**config.mk**
```make
export PLATFORM = sky130hd
export DESIGN_NAME = imem_loader
export DESIGN_NICKNAME = d
export VERILOG_FILES = /design/src/rtl/imem_loader.sv
export SDC_FILE = /design/constraint.sdc
export NUM_CORES = 1
export LEC_CHECK = 0
export BUFFER_PORTS_ARGS = -buffer_cell sky130_fd_sc_hd__buf_2
export CORE_MARGIN = 2
export CORE_UTILIZATION = 50
export DETAILED_ROUTE_END_ITERATION = 10
export PLACE_DENSITY = 0.83
export SLEW_MARGIN = 10
export SYNTH_ARGS = -nofsm -noshare
export SYNTH_HDL_FRONTEND = slang
export SYNTH_SLANG_ARGS = --single-unit
```
**constraint.sdc**
```tcl
create_clock -name clk -period 3.2 [get_ports clk]
set_input_delay 0.48 -clock clk [delete_from_list [all_inputs] [get_ports clk]]
set_output_delay 0.48 -clock clk [all_outputs]
set_load 0.02 [all_outputs]
```
**src/rtl/imem_loader.sv**
```systemverilog
// imem_loader
// Boot-time program loader for the instruction memory write port.
// Receives a byte stream over a valid/ready handshake:
//   count hi, count lo, N x (word hi, word lo), checksum (XOR of data bytes).
// Each assembled big-endian word is written to consecutive word addresses
// starting at 0. The core is held in reset until a load completes with a
// matching checksum.
//
// Ports:
//   clk        clock, rising edge
//   rst_n      asynchronous active-low reset
//   start      one-cycle pulse, begins a load when not busy
//   in_valid   host byte valid
//   in_data    host byte
//   in_ready   loader can accept a byte this cycle
//   we         instruction memory write enable (one pulse per word)
//   waddr      word address of the current write
//   wdata      instruction word of the current write
//   busy       load in progress
//   done       last load succeeded (held until next start or reset)
//   err        last load failed (held until next start or reset)
//   cpu_rst_n  active-low core reset, released only after a good load
module imem_loader #(
  parameter int DEPTH  = 4096,
  parameter int ADDR_W = $clog2(DEPTH)
) (
  input  logic              clk,
  input  logic              rst_n,
  input  logic              start,
  input  logic              in_valid,
  input  logic [7:0]        in_data,
  output logic              in_ready,
  output logic              we,
  output logic [ADDR_W-1:0] waddr,
  output logic [15:0]       wdata,
  output logic              busy,
  output logic              done,
  output logic              err,
  output logic              cpu_rst_n
);

  typedef enum logic [3:0] {
    IDLE,
    CNT_HI,
    CNT_LO,
    DAT_HI,
    DAT_LO,
    WRITE,
    CSUM,
    DONE,
    ERR
  } state_t;

  localparam logic [16:0] DEPTH_W = 17'(DEPTH);

  state_t            state_q, state_d;
  logic [15:0]       cnt_q, cnt_d;
  // One bit wider than the address so a full-depth load does not wrap.
  logic [ADDR_W:0]   idx_q, idx_d;
  logic [7:0]        hi_q, hi_d;
  logic [7:0]        lo_q, lo_d;
  logic [7:0]        csum_q, csum_d;

  logic              xfer;
  logic [16:0]       n_words;
  logic [16:0]       idx_next;

  // Outputs are pure decodes of registered state, so nothing on the host
  // side can reach an output combinationally.
  assign in_ready  = (state_q == CNT_HI) || (state_q == CNT_LO) ||
                     (state_q == DAT_HI) || (state_q == DAT_LO) ||
                     (state_q == CSUM);
  assign we        = (state_q == WRITE);
  assign waddr     = idx_q[ADDR_W-1:0];
  assign wdata     = {hi_q, lo_q};
  assign busy      = (state_q != IDLE) && (state_q != DONE) && (state_q != ERR);
  assign done      = (state_q == DONE);
  assign err       = (state_q == ERR);
  assign cpu_rst_n = (state_q == DONE);

  assign xfer     = in_valid && in_ready;
  // Full count as it will be once the low byte lands, widened so the
  // comparison against DEPTH cannot overflow.
  assign n_words  = {1'b0, cnt_q[15:8], in_data};
  assign idx_next = 17'(idx_q) + 17'd1;

  // State and datapath registers; reset returns to IDLE with all outputs low.
  always_ff @(posedge clk or negedge rst_n) begin
    if (!rst_n) begin
      state_q <= IDLE;
      cnt_q   <= '0;
      idx_q   <= '0;
      hi_q    <= '0;
      lo_q    <= '0;
      csum_q  <= '0;
    end else begin
      state_q <= state_d;
      cnt_q   <= cnt_d;
      idx_q   <= idx_d;
      hi_q    <= hi_d;
      lo_q    <= lo_d;
      csum_q  <= csum_d;
    end
  end

  // Next-state logic: each receive state waits for a transfer; WRITE is a
  // single stall cycle that issues the memory write.
  always_comb begin
    state_d = state_q;
    cnt_d   = cnt_q;
    idx_d   = idx_q;
    hi_d    = hi_q;
    lo_d    = lo_q;
    csum_d  = csum_q;

    case (state_q)
      IDLE, DONE, ERR: begin
        if (start) begin
          state_d = CNT_HI;
          idx_d   = '0;
          csum_d  = '0;
        end
      end
      CNT_HI: begin
        if (xfer) begin
          cnt_d[15:8] = in_data;
          state_d     = CNT_LO;
        end
      end
      CNT_LO: begin
        if (xfer) begin
          cnt_d[7:0] = in_data;
          if (n_words > DEPTH_W) begin
            state_d = ERR;
          end else if (n_words == 17'd0) begin
            state_d = CSUM;
          end else begin
            state_d = DAT_HI;
          end
        end
      end
      DAT_HI: begin
        if (xfer) begin
          hi_d    = in_data;
          csum_d  = csum_q ^ in_data;
          state_d = DAT_LO;
        end
      end
      DAT_LO: begin
        if (xfer) begin
          lo_d    = in_data;
          csum_d  = csum_q ^ in_data;
          state_d = WRITE;
        end
      end
      WRITE: begin
        idx_d = idx_q + 1'b1;
        if (idx_next < {1'b0, cnt_q}) begin
          state_d = DAT_HI;
        end else begin
          state_d = CSUM;
        end
      end
      CSUM: begin
        if (xfer) begin
          state_d = (in_data == csum_q) ? DONE : ERR;
        end
      end
      default: state_d = IDLE;
    endcase
  end

endmodule

```
==> key figures <==
Timing
  – Period utilization: 0.862
  – Normalized max-slew margin: 0.579
  – Final hold vios: 0
  – # setup viols final: 0
  – Sum of negative setup slack: 0 ns
  – Final Slew Violations: 0
  – Max Freq: 0.362 GHz
  – Fin Hold WS: 0.149 ns
  – Worst-margin pin slew: 0.631 ns
  – RSZ-0062 raised after global routing: false
  – Worst setup slack after layout: 0.440 ns
  – Min Tclk post-route: 2.76 ns
  – Final Skew: 0.00684 ns

Critical path
  – R2r startpoint: idx_q[0]
  – Worst Path Required: 3.43 ns
  – Worst setup SP type: flop
  – CP Data Arrival Time: 2.99 ns
  – Critical-path cell list: ha_1 -> nand3_1 -> or2_2 -> xnor2_1 -> ha_1 -> o21ai_0 -> o21ai_0 -> a211oi_1 -> nor3_1 -> a211o_1
  – Critical Path Max Stage Delay: 0.44 ns
  – CP Capture Type: flop
  – CP Max Fanout: 7
  – Worst r2r path cells: 10
  – Setup crit start: idx_q[0]
  – Critical-path top delay cell: dfrtp_1
  – Critical path class: flop to flop

CTS
  – TritonCTS clock tree: built
  – Root buffer cell: clkbuf_8
  – Post-CTS Setup Inserts: 0
  – Count of clock tree sinks: 57
  – Clock slew at reported path FFs: 0.07 ns
  – CTS Buffer Depth: 2
  – Resized cells post-CTS: 0
  – Clk_lat worst skew: 0.35 ns
  – Cts hold-fix bufs: 0
  – Cts bufs inserted: 9
  – H-tree Lvls: 3

GRT
  – Gr usage total: 0.206
  – Initial antenna violation count: 0
  – Global route total overflow: 0
  – First-pass GRT wire length: 12000 um
  – Pin count of the biggest net entering global routing: 29
  – Vias in the first global route: 2528

Layout
  – Final net count: 393
  – Proportion of layout cells with a drive suffix above 1: 0.309
  – Final instance area: 0.00381 sq mm
  – Antenna diodes: 0
  – Area grow syn2layout: 9.79%

Synth
  – Synthesized area per cell: 10.2 sq um
  – Synth area leader: dfrtp_1
  – Area share of the largest cell type after synthesis: 0.411
  – Number of flops mapped to enable cells by yosys: 0
  – Main synth FF type: dfrtp_1
  – Post-Syn Area: 0.00347 sq mm
  – Most frequent cells after synthesis: 57 x dfrtp_1, 32 x mux2_2, 21 x o21ai_1, 20 x nor2_1, 17 x nand2_1
  – Synthesized Nets: 366
  – Synth top area cells: dfrtp_1 41%, mux2_2 10%, ha_1 5.0%, xor2_1 3.3%, buf_4 3.0%
  – Yosys reg bits: 57
  – Most numerous cell in the Yosys netlist: dfrtp_1
  – Asr flop ratio synth: 1.00
  – Synth Instances: 340
  – Synth unique cells: 60
  – Synth warn: 0
  – Sequential area share after synthesis: 0.411

Routing
  – DRT antenna net count: 0
  – Drt first pass iters: 5
  – Wire per inst: 16.3 um
  – Via count: 2672
  – Via/cell ratio: 5.91
  – Drc violations: 0
  – Total length of routed wires: 7380 um
  – DRT iter0 DRCs: 133

Power
  – LEAKAGE: 1.83 nW
  – Pwr Total: 3.30 mW
  – VDD IR max: 0.774 mV
  – PD cells: 866 mW/mm^2

Die
  – Row cnt: 30
  – Height of the die: 87.4 um
  – Floorplan Core Area: 0.00676 sq mm
  – Die X: 87.4 um
  – Io pins: 46
  – Starting Density: 0.514
  – Die ar.: 0.00763 sq mm

Placement
  – PortBufs: 45
  – Dpl ws: 0.478 ns
  – Post-DP HPWL: 5330 um
  – RePlAce Congestion: 0.815
  – Placed cell area: 0.00361 sq mm

Run
  – # Max-Cap Violations: 0

Run status
  – Outcome: finished clean

Hold path
  – Tightest Hold Check Type: primary input to async pin
==> placed cells by master, fill, tap and decap left out, drive strengths merged, types with 6 or more instances in the layout <==
| master | netlist | routed |
|---|---|---|
| a21oi | 7 | 7 |
| buf | 24 | 47 |
| clkbuf | 7 | 9 |
| dfrtp | 57 | 57 |
| ha | 14 | 14 |
| inv | 18 | 20 |
| mux2 | 32 | 32 |
| nand2 | 17 | 17 |
| nand2b | 12 | 12 |
| nand3 | 14 | 14 |
| nor2 | 22 | 22 |
| o21ai | 36 | 36 |
| xnor2 | 6 | 6 |
| xor2 | 13 | 13 |
==> routing by layer <==
| layer | global-route usage | wire length, um | share of wire | vias to the layer above |
|---|---|---|---|---|
| met5 | 0 | 0 | 0 | - |
| met4 | 0.0699 | 127 | 0.017 | 0 |
| met3 | 0.0739 | 505 | 0.068 | 13 |
| li1 | - | - | - | 1244 |
| met2 | 0.332 | 3680 | 0.50 | 98 |
| met1 | 0.256 | 3060 | 0.42 | 1317 |
==> state kept, by name, indices dropped and copies added (netlist names) <==
signal	cells
idx_q	13
csum_q	8
lo_q	8
state_q	4
cnt_q	16
hi_q	8
==> cell type report <==
| type | instances | area [sq um] |
|---|---|---|
| clock inverters | 7 | 77.6 |
| flip-flops and latches | 57 | 1430 |
| multi-input cells | 234 | 1780 |
| inverters | 18 | 67.6 |
| repair buffers | 47 | 240 |
| fillers | 577 | 2940 |
| clock buffers | 9 | 124 |
| well taps | 80 | 100 |
==> final timing paths <==
kind / endpoint / slack, ns
max in group asynchronous: csum_q[1] / 2.38
worst max-delay path: state_q[2] / 0.44
min in group clk: state_q[3] / 0.41
worst max register to register: state_q[2] / 0.44
worst min register to register: hi_q[6] / 0.50
worst min-delay path: idx_q[2] / 0.15
==> cell families (layout without fill, tap and decap cells) <==
group	after synthesis	in the layout	share of synthesized area
buffers and inverters	49	81	0.0774
muxes	33	33	0.107
and+or+nand+nor	96	96	0.171
AOI/OAI and AO/OA	72	72	0.136
adders and majority gates	14	14	0.0504
DFF	57	57	0.411
xor gates and xnor gates	19	19	0.0479
==> critical path, delay by kind of cell (launching register included) <==
family | cells | cell delay (ns)
AO/OA/AOI/OAI | 4 | 0.82
AND/OR/NAND/NOR | 3 | 0.67
adder cells (fa/ha/maj) | 2 | 0.55
flip-flops | 1 | 0.44
XOR/XNOR | 1 | 0.14
==> where the power goes <==
group          switching (mW)  internal, mW
clock                   0.313         0.365
sequential              0.272         0.992
combinational           0.760         0.602
total                    1.34          1.96
==> stage by stage <==
step / util / cells
after floorplan: - / 340
after global placement: 0.535 / 436
after detailed placement: 0.535 / 436
after CTS: 0.565 / 452
after global routing: 0.565 / 452
final: 0.565 / 452
(Power assumes the default switching activity.)
